**config.mk**
```make
export PLATFORM = sky130hd
export DESIGN_NAME = sdram_burst_packer_flat
export DESIGN_NICKNAME = d
export VERILOG_FILES = /design/src/rtl/sdram_pkg.sv /design/src/rtl/sdram_burst_packer_if.sv /design/src/rtl/sdram_burst_fifo.sv /design/src/rtl/sdram_burst_packer.sv /design/src/flat_wrapper.sv
export SDC_FILE = /design/constraint.sdc
export NUM_CORES = 1
export LEC_CHECK = 0
export ABC_AREA = 1
export CORE_MARGIN = 1
export CORE_UTILIZATION = 30
export CTS_BUF_LIST = sky130_fd_sc_hd__clkbuf_8 sky130_fd_sc_hd__clkbuf_16
export CTS_CLUSTER_DIAMETER = 100
export DETAILED_ROUTE_END_ITERATION = 6
export GPL_ROUTABILITY_DRIVEN = 1
export PLACE_DENSITY_LB_ADDON = 0.05
export SLEW_MARGIN = 20
export SYNTH_ARGS = -nofsm -noshare
export SYNTH_HDL_FRONTEND = slang
export SYNTH_HIERARCHICAL = 1
export SYNTH_SLANG_ARGS = --single-unit
```
**constraint.sdc**
```tcl
create_clock -name clock -period 6.6 [get_ports clock]
set_input_delay 1.32 -clock clock [delete_from_list [all_inputs] [get_ports clock]]
set_output_delay 1.32 -clock clock [all_outputs]
set_load 0.03 [all_outputs]
```
**src/rtl/sdram_pkg.sv**
```systemverilog
// Shared types and constants for the SDRAM burst packer: burst geometry,
// address field widths and the buffered burst record.
package sdram_pkg;

  localparam int BURST_LEN = 4;
  localparam int WORD_W    = 16;
  localparam int BA_W      = 3;
  localparam int ROW_W     = 14;
  localparam int COL_W     = 9;
  localparam int ADDR_W    = BA_W + ROW_W + COL_W;
  localparam int CNT_W     = 16;

  typedef logic [BURST_LEN-1:0][WORD_W-1:0] burst_data_t;

  // Address is the linear {ba,row,col} start of the burst
  typedef struct packed {
    burst_data_t       data;
    logic [ADDR_W-1:0] addr;
  } burst_t;

  typedef enum logic {
    ST_FILL,
    ST_FLUSH
  } pack_state_e;

  // Bursts always start on a BURST_LEN-aligned column
  function automatic logic [ADDR_W-1:0] burst_align(input logic [ADDR_W-1:0] a);
    return {a[ADDR_W-1:2], 2'b00};
  endfunction

endpackage

```
**src/rtl/sdram_burst_packer_if.sv**
```systemverilog
// Source-side and controller-side signals of the burst packer; the packer
// takes the slave view, the source/controller side takes the master view.
interface sdram_burst_packer_if;
  import sdram_pkg::*;

  logic [WORD_W-1:0] in_data;
  logic              in_valid;
  logic              in_ready;
  logic              flush;
  logic              addr_load;
  logic [ADDR_W-1:0] start_addr;
  burst_data_t       writeData;
  logic              writeDataTrig;
  logic              writeDataClk;
  logic [BA_W-1:0]   ba;
  logic [ROW_W-1:0]  row;
  logic [COL_W-1:0]  col;
  logic [CNT_W-1:0]  burst_count;
  logic              busy;

  modport master (
    output in_data, in_valid, flush, addr_load, start_addr, writeDataClk,
    input  in_ready, writeData, writeDataTrig, ba, row, col, burst_count, busy
  );

  modport slave (
    input  in_data, in_valid, flush, addr_load, start_addr, writeDataClk,
    output in_ready, writeData, writeDataTrig, ba, row, col, burst_count, busy
  );

endinterface

```
**src/rtl/sdram_burst_fifo.sv**
```systemverilog
// Two-entry burst buffer; entry0 is always the head so the controller sees
// data straight from a register. Push and pop may occur in the same cycle.
module sdram_burst_fifo
  import sdram_pkg::*;
(
  input  logic   clock,
  input  logic   reset,
  input  logic   push,
  input  logic   pop,
  input  burst_t din,
  output burst_t head,
  output logic   empty,
  output logic   full
);

  burst_t     entry0;
  burst_t     entry1;
  logic [1:0] count;
  logic       pop_ok;
  logic       push_ok;

  assign pop_ok  = pop & (count != 2'd0);
  assign push_ok = push & ((count != 2'd2) | pop_ok);

  always_ff @(posedge clock or posedge reset) begin
    if (reset) begin
      count  <= '0;
      entry0 <= '0;
      entry1 <= '0;
    end else begin
      case ({push_ok, pop_ok})
        2'b10: begin
          if (count == 2'd0) entry0 <= din;
          else               entry1 <= din;
          count <= count + 2'd1;
        end
        2'b01: begin
          entry0 <= entry1;
          count  <= count - 2'd1;
        end
        2'b11: begin
          // Occupancy unchanged; the new burst lands behind whatever remains
          if (count == 2'd1) begin
            entry0 <= din;
          end else begin
            entry0 <= entry1;
            entry1 <= din;
          end
        end
        default: ;
      endcase
    end
  end

  assign head  = entry0;
  assign empty = (count == 2'd0);
  assign full  = (count == 2'd2);

endmodule

```
**src/rtl/sdram_burst_packer.sv**
```systemverilog
// Packs a 16-bit word stream into 4-word SDRAM write bursts, tags each burst
// with a linear address and hands them to the controller through a 2-deep buffer.
module sdram_burst_packer
  import sdram_pkg::*;
#(
  parameter logic [WORD_W-1:0] PAD_WORD  = 16'h0000,
  parameter logic [ADDR_W-1:0] BASE_ADDR = 26'd0
) (
  input  logic                 clock,
  input  logic                 reset,
  sdram_burst_packer_if.slave  bus
);

  pack_state_e                      state;
  logic [1:0]                       asm_cnt;
  logic [BURST_LEN-2:0][WORD_W-1:0] asm_words;
  logic [ADDR_W-1:0]                addr_q;
  logic [CNT_W-1:0]                 burst_cnt_q;

  burst_t     fifo_din;
  burst_t     fifo_head;
  logic       fifo_empty;
  logic       fifo_full;
  logic       fifo_push;
  logic       fifo_pop;
  logic       room;
  logic       in_ready_c;
  logic       accept;
  logic       done_word;
  logic       done_flush;
  logic [1:0] cnt_next;

  always_comb begin
    fifo_pop   = bus.writeDataClk & ~fifo_empty;
    // A pop this cycle frees a slot, so a full buffer does not stall the 4th word
    room       = ~fifo_full | fifo_pop;
    in_ready_c = (state == ST_FILL) & ~((asm_cnt == 2'd3) & ~room);
    accept     = bus.in_valid & in_ready_c;
    done_word  = accept & (asm_cnt == 2'd3);
    done_flush = (state == ST_FLUSH) & room;
    fifo_push  = done_word | done_flush;
    cnt_next   = asm_cnt + {1'b0, accept};

    fifo_din.addr = addr_q;
    for (int i = 0; i < BURST_LEN-1; i++)
      fifo_din.data[i] = (done_flush && i >= int'(asm_cnt)) ? PAD_WORD : asm_words[i];
    fifo_din.data[BURST_LEN-1] = done_flush ? PAD_WORD : bus.in_data;
  end

  // The last word of a burst goes straight to the buffer, so only three are held
  always_ff @(posedge clock) begin
    for (int i = 0; i < BURST_LEN-1; i++)
      if (accept && asm_cnt == 2'(i)) asm_words[i] <= bus.in_data;
  end

  always_ff @(posedge clock or posedge reset) begin
    if (reset) begin
      state       <= ST_FILL;
      asm_cnt     <= '0;
      addr_q      <= burst_align(BASE_ADDR);
      burst_cnt_q <= '0;
    end else begin
      if (fifo_pop) burst_cnt_q <= burst_cnt_q + CNT_W'(1);

      // A load on a completion cycle still tags that burst with the old address
      if (bus.addr_load)   addr_q <= burst_align(bus.start_addr);
      else if (fifo_push)  addr_q <= addr_q + ADDR_W'(BURST_LEN);

      case (state)
        ST_FILL: begin
          asm_cnt <= cnt_next;
          if (bus.flush && cnt_next != 2'd0) state <= ST_FLUSH;
        end
        ST_FLUSH: begin
          if (room) begin
            asm_cnt <= '0;
            state   <= ST_FILL;
          end
        end
        default: state <= ST_FILL;
      endcase
    end
  end

  sdram_burst_fifo u_fifo (
    .clock (clock),
    .reset (reset),
    .push  (fifo_push),
    .pop   (fifo_pop),
    .din   (fifo_din),
    .head  (fifo_head),
    .empty (fifo_empty),
    .full  (fifo_full)
  );

  assign bus.in_ready      = in_ready_c;
  assign bus.writeDataTrig = ~fifo_empty;
  assign bus.writeData     = fifo_head.data;
  assign {bus.ba, bus.row, bus.col} = fifo_head.addr;
  assign bus.burst_count   = burst_cnt_q;
  assign bus.busy          = (asm_cnt != 2'd0) | ~fifo_empty;

endmodule

```
**src/flat_wrapper.sv**
```systemverilog
// flat-port wrapper written by rule: the top's interface ports become plain ports
module sdram_burst_packer_flat import sdram_pkg::*;
#(
  parameter logic [WORD_W-1:0] PAD_WORD  = 16'h0000,
  parameter logic [ADDR_W-1:0] BASE_ADDR = 26'd0
)
  (clock, reset, bus_in_data, bus_in_valid, bus_flush, bus_addr_load, bus_start_addr, bus_writeDataClk, bus_in_ready, bus_writeData, bus_writeDataTrig, bus_ba, bus_row, bus_col, bus_burst_count, bus_busy);
  sdram_burst_packer_if bus_i ();
  input  logic clock;
  input  logic reset;
  input wire logic [$bits(bus_i.in_data)-1:0] bus_in_data;
  input wire logic [$bits(bus_i.in_valid)-1:0] bus_in_valid;
  input wire logic [$bits(bus_i.flush)-1:0] bus_flush;
  input wire logic [$bits(bus_i.addr_load)-1:0] bus_addr_load;
  input wire logic [$bits(bus_i.start_addr)-1:0] bus_start_addr;
  input wire logic [$bits(bus_i.writeDataClk)-1:0] bus_writeDataClk;
  output wire logic [$bits(bus_i.in_ready)-1:0] bus_in_ready;
  output wire logic [$bits(bus_i.writeData)-1:0] bus_writeData;
  output wire logic [$bits(bus_i.writeDataTrig)-1:0] bus_writeDataTrig;
  output wire logic [$bits(bus_i.ba)-1:0] bus_ba;
  output wire logic [$bits(bus_i.row)-1:0] bus_row;
  output wire logic [$bits(bus_i.col)-1:0] bus_col;
  output wire logic [$bits(bus_i.burst_count)-1:0] bus_burst_count;
  output wire logic [$bits(bus_i.busy)-1:0] bus_busy;
  assign bus_i.in_data = bus_in_data;
  assign bus_i.in_valid = bus_in_valid;
  assign bus_i.flush = bus_flush;
  assign bus_i.addr_load = bus_addr_load;
  assign bus_i.start_addr = bus_start_addr;
  assign bus_i.writeDataClk = bus_writeDataClk;
  assign bus_in_ready = bus_i.in_ready;
  assign bus_writeData = bus_i.writeData;
  assign bus_writeDataTrig = bus_i.writeDataTrig;
  assign bus_ba = bus_i.ba;
  assign bus_row = bus_i.row;
  assign bus_col = bus_i.col;
  assign bus_burst_count = bus_i.burst_count;
  assign bus_busy = bus_i.busy;
  sdram_burst_packer #(.PAD_WORD(PAD_WORD), .BASE_ADDR(BASE_ADDR)) u_core (.clock(clock), .reset(reset), .bus(bus_i));
endmodule
```
Word-level counts from Yosys, hierarchy flattened
Cells that the tools add are included.

cells by class
  $add $sub $neg = 5
  reductions and logical operators = 18
  equality and inequality tests = 13
  $mul = 0
  bitwise operators = 17
  order comparisons = 3
  multiplexer cells = 18
  shifts and indexed selects = 0
  div/mod/pow operators = 0

operator list
  cell                     count
  $mux W90                 4
  $pmux W90 S3             1
  $pmux W90 S2             1
  $mux W16                 4
  $mux W26                 2
  $add A26 B3 Y26 const B  1
  $add A16 B1 Y16 const B  1
  $reduce_bool A2 Y1       6
  $eq A2 B2 Y1 const B     5
  $and A1 B1 Y1            8
  $ne A2 B2 Y1 const B     4
  $pmux W2 S2              2
  $logic_and A1 B1 Y1      7
  $eq A2 B1 Y1 const B     3
  $not A1 Y1               5
  $ge A1 B2 Y1 const A     2
  $logic_not A2 Y1         2
  $or A1 B1 Y1             4
  $reduce_and A3 Y1        1
  $reduce_bool A3 Y1       1
  $add A2 B1 Y2            1
  $add A2 B1 Y2 const B    1
  $ge A2 B2 Y1 const A     1
  $mux W1                  2
  other kinds (5)          5

storage, ports and cells
  input bits = 48
  bits in registers = 275
  output and inout port bits = 109
  bits in latches = 0
  RAM bits = 0
  ROM bits = 0
  logic and storage cells = 92
  memories = 0

Logic depth before layout (Yosys ltp)
  depth after elaboration = 15
  mapped depth = 15
  depth with buffers taken out = 14

By module
The synthesis kept the hierarchy.

by module, submodules not included
  module              cells each  instances  seq. area each (um^2)  area an instance (um^2)
  sdram_burst_fifo    1193        1          4554.4                 8809.7
  sdram_burst_packer  540         1          2517.4                 4650.7

Least setup slack after synthesis
OpenSTA, ideal clock, no wires.

  path kind = input port to output port
  from = input bus_writeDataClk
  to = output bus_in_ready
  required time = 5.280 ns
  slack = 3.413 ns
  stages = 4
  buffers on the path = 0
  arrival = 1.867 ns
  cells stage by stage = nand2_4 nand2_4 o21ai_0 inv_1

between the ends
  cells in the longest elaborated chain, start to end = 6

RTL lines
  what           line                      source
  from (decl)    flat_wrapper.sv:16        input wire logic [$bits(bus_i.writeDataClk)-1:0] bus_writeDataClk;
  $and A1 B1 Y1  sdram_burst_packer.sv:34  fifo_pop = bus.writeDataClk & ~fifo_empty;
  $or A1 B1 Y1   sdram_burst_packer.sv:36  room = ~fifo_full | fifo_pop;
  $not A1 Y1     sdram_burst_packer.sv:37  in_ready_c = (state == ST_FILL) & ~((asm_cnt == 2'd3) & ~room);
  $and A1 B1 Y1  sdram_burst_packer.sv:37
  $not A1 Y1     sdram_burst_packer.sv:37
  $and A1 B1 Y1  sdram_burst_packer.sv:37
  to (decl)      flat_wrapper.sv:17        output wire logic [$bits(bus_i.in_ready)-1:0] bus_in_ready;

No other way between the ends.

Worst setup path after layout
Same ends and word-level chain as after synthesis.

==> results.ini <==
[outcome]
outcome = finished, final reports clean

[placed_design]
gp_congestion = 0.780
preCtsSetupSlack_ns = 1.82
port_buffers = 154
placedCellCount = 2412
dpl.hpwl_um = 24500

[critical_path]
arrival_ns = 3.02
cp.required_ns = 5.28
crit_path_end_kind = output port
crit_fanout = 8
cp-start-kind = input pin
critPathKind = input pin to output port
r2r_cells = 12

[grt]
grt_pass1_vias = 10900
antenna_found_initial = 1
grt.total_usage = 0.185
grt_pass1_wl_um = 64400
grt_start_max_net_pins = 90
grt_overflow = 0

[layout]
fin_cells = 2477
nNetsFinal = 1912
final_common_cell = nand2_1
drive_gt1_frac = 0.0557
area_growth_pct = 24.1
fillers = 4627
n_antenna_cell = 0
final_cell_mix = nand2_1, nand3_1, inv_1, dfrtp_1, clkdlybuf4s50_1

[route]
drtAntennaViolNets = 0
via_per_inst = 4.43
firstDrtPassIters = 5
wl_per_cell_um = 16.5
drt_iter0_drc = 673
wl_um = 40900
drc = 0
num_vias = 11000

[cts]
cts_made_buffers = 36
ctsHoldBuffers = 0
cts_buffer_depth = 3
cts.sinks = 273
clkLatencyLatePin_ns = 0.55
ctsHtreeMaxLevel = 2
tritoncts = done
cts_setup_buffers = 0
clkTransAtPathRegs_ns = 0.05
post_cts_resized = 0
cts_root_buffer = clkbuf_16

[yosys]
syn_area_per_cell_sq_um = 7.77
ys_ff_latch = 273
synthTopCellsByArea = dfrtp_1, nand2_1, nand3_1
seq_area_frac_synth = 0.525
syn_inst = 1733
syn_area_sq_mm = 0.0135
ys_types = 36
yosysWarnings = 6
synth_top_area_cell = dfrtp_1
yosysTopAreaCellShare = 0.418

[die]
die_area_sq_mm = 0.0457
core-area_sq_mm = 0.0442
io_pins = 157
num_rows = 77
die_w_um = 214
start_util = 0.304
die_h_um = 214

[timing]
fmax_mhz = 230
post-route-period-util = 0.658
relSlewSlack = 0.318
setup_tns_ns = 0
hold_viol = 0
tightest_slew_ns = 1.02
worst_slack_ns = 2.26
setup_viol = 0
finalCriticalPeriod_ns = 4.34
slew_viol_final = 0
clock_skew_ns = 0.0199
hold_slack_ns = 0.474
rsz0062_at_grt = no

[power_and_ir_drop]
peakVddDrop_uv = 266
power_mw = 8.63
p_per_area_mw_per_mm2 = 516
p_leak_nw = 8.82

[min_path]
hold_depth = 2
hp-class = flop to flop

[flow_run]
maxCapViolCount = 0

-- power breakdown --
part	internal, mW	switching (mW)	total, mW
Sequential	2.38	0.415	2.79
Clock	1.24	0.784	2.02
Combinational	1.28	2.53	3.82
Total	4.90	3.73	8.63
-- kinds of logic after synthesis --
family          Yosys count  synth area share
xor+xnor                 28            0.0182
other cells               1          0.000279
flops                   273             0.525
buf+inv                 378             0.113
fa+ha+maj                 6           0.00558
compound gates           19           0.00827
simple gates           1028             0.329
-- final timing paths --
kind / end / slack, ns / from
setup / recovery: bus_in_ready / 2.26 / bus_writeDataClk
hold / removal: u_core/u_fifo/head[69] / 0.47 / u_core/u_fifo/head[69]
setup reg to reg: u_core/u_fifo/entry1[35] / 2.77 / u_core/u_fifo/count[0]
max in group asynchronous: u_core/u_fifo/entry1[76] / 4.04 / reset
min in group asynchronous: u_core/u_fifo/head[41] / 1.36 / reset
hold reg to reg: u_core/u_fifo/head[69] / 0.47 / u_core/u_fifo/head[69]
-- critical path, cell delays in order --
cell             delay (ns)
clkdlybuf4s50_1        0.45
nand2_4                0.18
nand2_4                0.08
o21ai_0                0.23
inv_1                  0.14
clkdlybuf4s50_1        0.61
-- cell usage after synthesis --
cell type and instances:
a21oi_1 1, a31oi_1 2, buf_1 11, buf_2 35, buf_4 9, buf_6 3
clkbuf_1 25, conb_1 1, dfrtp_1 225, edfxtp_1 48, ha_1 6, inv_1 288
inv_2 6, inv_4 1, nand2_1 636, nand2_2 7, nand2_4 6, nand3_1 300
nand3_2 2, nand3b_1 6, nand4_1 7, nand4_2 1, nor2_1 47, nor2_2 7
nor2_4 3, nor2_8 1, nor3_1 2, nor3_2 2, o211ai_1 4, o21ai_0 9
o21ai_1 1, o21bai_1 1, o22ai_1 1, or2_2 1, xnor2_1 12, xor2_1 16
-- sequential cells by signal, summed over array words and instances (netlist names) --
name / cells
u_core/u_fifo/count: 2
u_core/asm_cnt: 2
u_core/addr_q: 24
u_core/state: 1
u_core/u_fifo/head: 90
u_core/u_fifo/entry1: 90
u_core/asm_words: 48
u_core/bus.burst_count: 16
-- metal layers --
| metal | vias up | track usage | wire length [um] |
|---|---|---|---|
| li1 | 5534 | - | - |
| met1 | 5224 | 0.249 | 19300 |
| met2 | 165 | 0.306 | 19300 |
| met3 | 48 | 0.0290 | 1460 |
| met4 | 2 | 0.0530 | 752 |
| met5 | - | 0 | 9 |
-- cell type report --
type,instances,area [sq um],share of cell area
Sequential cell,273,7070,0.423
Multi-Input combinational cell,1085,4910,0.294
Timing Repair Buffer,167,1640,0.0981
Inverter,295,1120,0.0670
Clock buffer,45,1050,0.0627
Tap cell,592,741,0.0443
Clock inverter,20,176,0.0106
-- through the flow --
stage | cell area [sq um] | util
CTS | 16700 | 0.378
global placement | 15500 | 0.350
detailed placement | 15500 | 0.350
finish | 16700 | 0.378
global route | 16700 | 0.378
floorplan | 13500 | -
Power figures use the tool's default switching activity.
